[config.mk]
export PLATFORM = sky130hd
export DESIGN_NAME = id_ex_stage
export DESIGN_NICKNAME = d
export VERILOG_FILES = /design/src/rtl/id_ex_stage.sv
export SDC_FILE = /design/constraint.sdc
export NUM_CORES = 1
export LEC_CHECK = 0
export ABC_AREA = 1
export BUFFER_PORTS_ARGS = -buffer_cell sky130_fd_sc_hd__buf_2
export CAP_MARGIN = 30
export CORE_AREA = 2 2 175 177
export CTS_BUF_LIST = sky130_fd_sc_hd__clkbuf_8
export DETAILED_ROUTE_END_ITERATION = 16
export DIE_AREA = 0 0 177 179
export SLEW_MARGIN = 5
export SYNTH_ARGS = -nofsm -noshare
export SYNTH_HDL_FRONTEND = slang
export SYNTH_SLANG_ARGS = --single-unit
[constraint.sdc]
create_clock -name clk -period 1.9 [get_ports clk]
set_input_delay 0.19 -clock clk [delete_from_list [all_inputs] [get_ports clk]]
set_output_delay 0.19 -clock clk [all_outputs]
set_load 0.01 [all_outputs]
[src/rtl/id_ex_stage.sv]
// id_ex_stage: ID/EX pipeline register with EX/MEM/WB operand forwarding and load-use bubble insertion
module id_ex_stage (
  input  logic        clk,
  input  logic        resetn,
  input  logic        in_valid,
  output logic        in_ready,
  input  logic [4:0]  in_rs,
  input  logic [4:0]  in_rt,
  input  logic [4:0]  in_dst,
  input  logic        in_wen,
  input  logic        in_is_load,
  input  logic [15:0] in_ctrl,
  input  logic [31:0] in_imm,
  input  logic [31:0] in_pc,
  output logic [4:0]  ra1,
  output logic [4:0]  ra2,
  input  logic [31:0] rd1,
  input  logic [31:0] rd2,
  input  logic [31:0] ex_result,
  input  logic        mem_wen,
  input  logic        wb_wen,
  input  logic [4:0]  mem_dst,
  input  logic [4:0]  wb_dst,
  input  logic [31:0] mem_data,
  input  logic [31:0] wb_data,
  input  logic        ex_stall,
  input  logic        flush,
  output logic        out_valid,
  output logic [31:0] out_a,
  output logic [31:0] out_b,
  output logic [4:0]  out_dst,
  output logic        out_wen,
  output logic        out_is_load,
  output logic [15:0] out_ctrl,
  output logic [31:0] out_imm,
  output logic [31:0] out_pc,
  output logic [15:0] bubble_cnt
);
  logic        ex_ok, mem_ok, wb_ok, hazard;
  logic [31:0] fwd_a, fwd_b;
  assign ra1 = in_rs;
  assign ra2 = in_rt;
  // a load in EX has no result yet; it is covered by the bubble instead
  assign ex_ok  = out_valid & out_wen & ~out_is_load & (out_dst != 5'd0);
  assign mem_ok = mem_wen & (mem_dst != 5'd0);
  assign wb_ok  = wb_wen & (wb_dst != 5'd0);
  always_comb begin
    fwd_a = ex_ok && out_dst == in_rs ? ex_result :
            mem_ok && mem_dst == in_rs ? mem_data :
            wb_ok && wb_dst == in_rs ? wb_data : rd1;
    fwd_b = ex_ok && out_dst == in_rt ? ex_result :
            mem_ok && mem_dst == in_rt ? mem_data :
            wb_ok && wb_dst == in_rt ? wb_data : rd2;
  end
  assign hazard = in_valid & out_valid & out_is_load & out_wen & (out_dst != 5'd0) &
                  ((out_dst == in_rs) | (out_dst == in_rt));
  assign in_ready = ~ex_stall & ~hazard;
  always_ff @(posedge clk or negedge resetn) begin
    if (!resetn) begin
      out_valid   <= 1'b0;
      out_a       <= '0;
      out_b       <= '0;
      out_dst     <= '0;
      out_wen     <= 1'b0;
      out_is_load <= 1'b0;
      out_ctrl    <= '0;
      out_imm     <= '0;
      out_pc      <= '0;
      bubble_cnt  <= '0;
    end else if (flush) begin
      out_valid <= 1'b0;
    end else if (!ex_stall) begin
      if (hazard) begin
        out_valid <= 1'b0;
        if (bubble_cnt != 16'hFFFF) bubble_cnt <= bubble_cnt + 16'd1;
      end else begin
        out_valid   <= in_valid;
        out_a       <= fwd_a;
        out_b       <= fwd_b;
        out_dst     <= in_dst;
        out_wen     <= in_wen;
        out_is_load <= in_is_load;
        out_ctrl    <= in_ctrl;
        out_imm     <= in_imm;
        out_pc      <= in_pc;
      end
    end
  end
endmodule

# After elaboration in Yosys (flattened, before gate mapping)
# Index checks and enable logic that the tools add are counted.
# W data, S select, Z words.
# word_totals
register_bits	168
inputBits	274
output_inout_bits	179
elab_cells	55
# classes
add_sub_neg	1
n_eq_ne	8
n_mux	9
n_bitwise	16
n_reduce_logical	11
# op_table
cell	count
$mux W32	6
$eq A5 B5 Y1	6
$add A16 B1 Y16 const B	1
$ne A16 B16 Y1 const B	1
$reduce_bool A5 Y1	3
$and A1 B1 Y1	11
$logic_and A1 B1 Y1	6
$not A1 Y1	4
$reduce_and A4 Y1	1
$mux W1	3
$reduce_and A3 Y1	1
$ne A2 B1 Y1 const B	1
$or A1 B1 Y1	1

# Longest topological paths before layout
# depth
ltp_word	8
depth_mapped	13

# Least setup slack after synthesis
# OpenSTA, ideal clock, no wires.
# synth_timing
path_type	reg-to-reg
from	register bubble_cnt[0]
to	register bubble_cnt[5]
setup_ps	117
t_arrival_ps	1593
path_slack_ps	191
path_stages_with_launch	11
path_buffers	1
synth_period_minus_slack_ps	1709
path_cell_list	dfrtp_1 > ha_1 > nand3_1 > nor2_1 > nand2_1 > o21a_1 > nand2_1 > inv_1 > buf_2 > nand2_1 > nand2_1
# synth_between
elab_chain_cells	2
elab_cells_between_ends	3
# synth_lines
item	line_no	source
from (decl)	37	output logic [15:0] bubble_cnt
from (signal assigned)	75	if (bubble_cnt != 16'hFFFF) bubble_cnt <= bubble_cnt + 16'd1;
branches (longest 2 deep; another with $add A16 B1 Y16)	-	
# Several ways; the timed one is not identified.
# A chain may end at the register's enable or synchronous reset.

# Worst setup path in the final report
# layout_timing
from	register out_dst[0]
to	output in_ready
# layout_between
elab_chain_cells	5
elab_cells_between_ends	8
# layout_lines
item	line_no	source
from (decl)	31	output logic [4:0] out_dst,
from (signal assigned)	80	out_dst <= in_dst;
$eq A5 B5 Y1 or $reduce_bool A5 Y1 (tied branches)	56, 55	
$or A1 B1 Y1 or $and A1 B1 Y1 (tied branches)	56, 55	
$and A1 B1 Y1 (*)	55	assign hazard = in_valid & out_valid & out_is_load & out_wen & (out_dst != 5'd0) &
$not A1 Y1 (no source line) (*)	-	
$and A1 B1 Y1 (*)	57	assign in_ready = ~ex_stall & ~hazard;
to (decl)	6	output logic in_ready,
# Mark *: on every way between the ends. The rest lies on a longest branch, timed or not.

==> results.tsv <==
stage	metric	value	unit
clocking	cts bufs inserted	17	
yosys	post-synthesis sequential area ratio	40.1	%
layout	area occupied by registers	4210	um2
critical_path	slowest stage delay, CP	460	ps
yosys	Yosys cell types	23	
power	Seq pwr share	44.3	%
route	ANT nets after route	0	
clocking	clk buf depth	2	
layout	Multi-input gate area	5190	um2
critical_path	Crit Path Class	reg2out	
timing	clk_skew	19.8	ps
layout	area grow syn2layout	45.7	%
critical_path	CP most frequent cell	nor2_1	
floorplanning	Starting Density	34.9	%
power	Logic pwr share	27.0	%
route	Iteration-0 DRC Markers	926	
placement	IO buf count	452	
layout	Final #Nets	2468	
timing	Final period util	103	%
timing	post-layout min period	1950	ps
power	total power	9.59	mW
timing	measured slew at the worst slew-check pin	604	ps
power	VDD IR max	0.469	mV
timing	Final setup violation count	48	
critical_path	crit start category	flop	
yosys	post-synthesis cell area	10500	um2
power	sw frac	36.4	%
yosys	syn_area_per_cell	6.34	um2
floorplanning	I/O pins	453	
global_route	largest net degree at the start of global routing	84	
layout	layout cells sized above 1	26.9	%
clocking	Root Driver	clkbuf_8	
run	Max Cap Viol	0	
timing	Final Slew Violations	0	
floorplanning	full die area	31700	um2
power	Cell Pwr Density	627	nW/um2
power	Psw	3.49	mW
clocking	htree depth	4	
floorplanning	Die X	177	um
yosys	synth warn	0	
yosys	Yosys reg bits	168	
critical_path	cell with the largest stage delay on the worst path	dfrtp_2	
critical_path	cells along the critical path	nor2_1 -> nor2_1 -> nor2_2 -> nand3_2 -> a21oi_4 -> nor2_1 -> buf_2	
min_path	Hold Crit Class	in2reg	
timing	RSZ-0062 raised after global routing	true	
global_route	Congestion Overflow GR	0	
clocking	clock sink count	168	
clocking	CTS clk-pin slew, worst paths	120	ps
critical_path	CP endpoint kind	output pin	
critical_path	Critical Path AT	1760	ps
run_status	failing checks	setup timing	
timing	normalized max-slew margin	59.6	%
route	Initial DRT Pass Iterations	5	
yosys	Post-Syn Instances	1654	
power	share of total power in the clock network	28.8	%
global_route	antenna violations before repair	4	
global_route	Total GRT Usage	26.6	%
timing	maximum clock frequency	512	MHz
route	drt via density	4.85	
placement	Final GP Congestion	0.941	
global_route	vias in the first global route	11892	
clocking	clock latency on the worst-skew pair	500	ps
timing	hold slack	37.1	ps
route	Total Wirelength	45500	um
global_route	first-pass GRT wire length	65000	um
timing	Final Hold Viols	0	
placement	HPWL Detailed	30200	um
floorplanning	height of the chip	179	um
route	Vias	12632	
power	leakage	9.24	nW
run_status	status	finished, violations left	
critical_path	Crit Path Max Fanout	6	
placement	Placed Area	13500	um2
yosys	post-synth net total	1929	
power	Int Power	6.10	mW
route	DRC	0	
route	wire per inst	17.4	um
clocking	CTS tree	built	
layout	Final Instance Area	15300	um2
floorplanning	total core area	30000	um2
timing	final setup margin	-51.8	ps
floorplanning	num rows	64	
critical_path	worst path required time	1710	ps
layout	FILL cells	3118	
synth_stat cells (all sizes together):
cell	number	share of area, %
xor2	14	1.2
nand3	294	14
clkbuf	24	0.86
nand2	676	24
inv	202	7.2
dfrtp	168	40
ha	1	0.12
nor2	164	5.9
xnor2	9	0.75
nand4	4	0.24
buf	79	4.4
nor3	5	0.24
and2	1	0.060
o21a	1	0.072
o21ai	5	0.24
a21oi	7	0.33
critical path, delay by kind of cell (launching register included):
kind / cells / cell delay (ps)
compound gates: 1 / 210
flops: 1 / 460
simple gates: 5 / 460
buf+inv: 1 / 140
placed cells by master (no fill, tap or decap), drive strengths merged:
cell         count
ha               1
clkinv           5
dfrtp          168
a21oi            7
xnor2            9
nor3             5
nand3          294
o21a             1
dlygate4sd3     91
buf            524
clkbuf          22
and2             1
nand4            4
nand2          679
diode            4
xor2            14
inv            209
o21ai            5
nor2           164
clkinvlp         3
logic make-up (layout without fill, tap and decap cells):
group / Yosys count / after routing / share of synthesized area (%)
adder cells (fa/ha/maj): 1 / 1 / 0.119
XOR/XNOR: 23 / 23 / 1.92
buffers and inverters: 305 / 854 / 12.5
other: 0 / 4 / 0
flip-flops: 168 / 168 / 40.1
AO/OA/AOI/OAI: 13 / 13 / 0.644
AND/OR/NAND/NOR: 1144 / 1147 / 44.7
power groups by stage:
stage                     logic [mW]  clock network, mW  registers, mW
after detailed placement        2.33                  0           4.29
final                           2.59               2.76           4.25
after CTS                       2.50               2.81           4.24
after floorplan                0.860                  0           4.48
after global placement          2.30                  0           4.30
after global routing            2.84               2.97           4.29
registers in the layout, indices dropped and copies added (netlist names), 5 cells and up:
signal      count
out_ctrl       16
bubble_cnt     16
out_a          32
out_b          32
out_pc         32
out_imm        32
out_dst         5
layout make-up:
cell class / count / area share [%]
clock buffers: 17 / 1.53
clock inverters: 15 / 1.15
flip-flops and latches: 168 / 27.5
repair buffers: 620 / 27.6
well taps: 396 / 3.24
inverters: 202 / 4.96
multi-input cells: 1184 / 33.9
diodes: 4 / 0.0655
per-stage QoR:
stage	setup slack (ps)	cells	setup TNS [ps]	utilization (%)
2_1_floorplan	191	1654	0	-
3_3_place_gp	104	2459	0	45.1
3_5_place_dp	61.7	2459	0	45.1
4_1_cts	-61.7	2586	-176	49.7
5_1_grt	-173	2603	-11390	50.9
6_report	-51.8	2606	-894	50.9
routing by layer:
layer / GRT usage (%) / vias to the layer above / part of all wire [%]
met5: 0 / - / 0.075
met4: 9.16 / 6 / 2.6
met3: 6.17 / 78 / 8.1
met2: 45.2 / 575 / 48
met1: 33.2 / 5864 / 41
li1: - / 6109 / -
worst paths after layout:
check / startpoint / endpoint / slack (ps) / depth (start not counted)
max in group asynchronous: resetn / out_imm[30]$_DFFE_PN0P_ / 1070 / 3
min reg2reg: out_pc[1]$_DFFE_PN0P_ / out_pc[1]$_DFFE_PN0P_ / 470 / 2
min in group asynchronous: resetn / out_b[23]$_DFFE_PN0P_ / 220 / 2
min: ex_result[17] / out_b[17]$_DFFE_PN0P_ / 40 / 5
max reg2reg: out_dst[0]$_DFFE_PN0P_ / out_dst[1]$_DFFE_PN0P_ / -40 / 11
max: out_dst[0]$_DFFE_PN0P_ / in_ready / -50 / 7
repair_timing:
item / CTS / global route
hold buffers: 91 / 0
pin swaps: 10 / 7
endpoints found under the setup margin: 1 / 167
hold endpoints to repair: 141 / 0
gates resized for setup: 10 / 28
setup buffers: 5 / 5
cloned: 0 / 11
(Power assumes the default switching activity.)
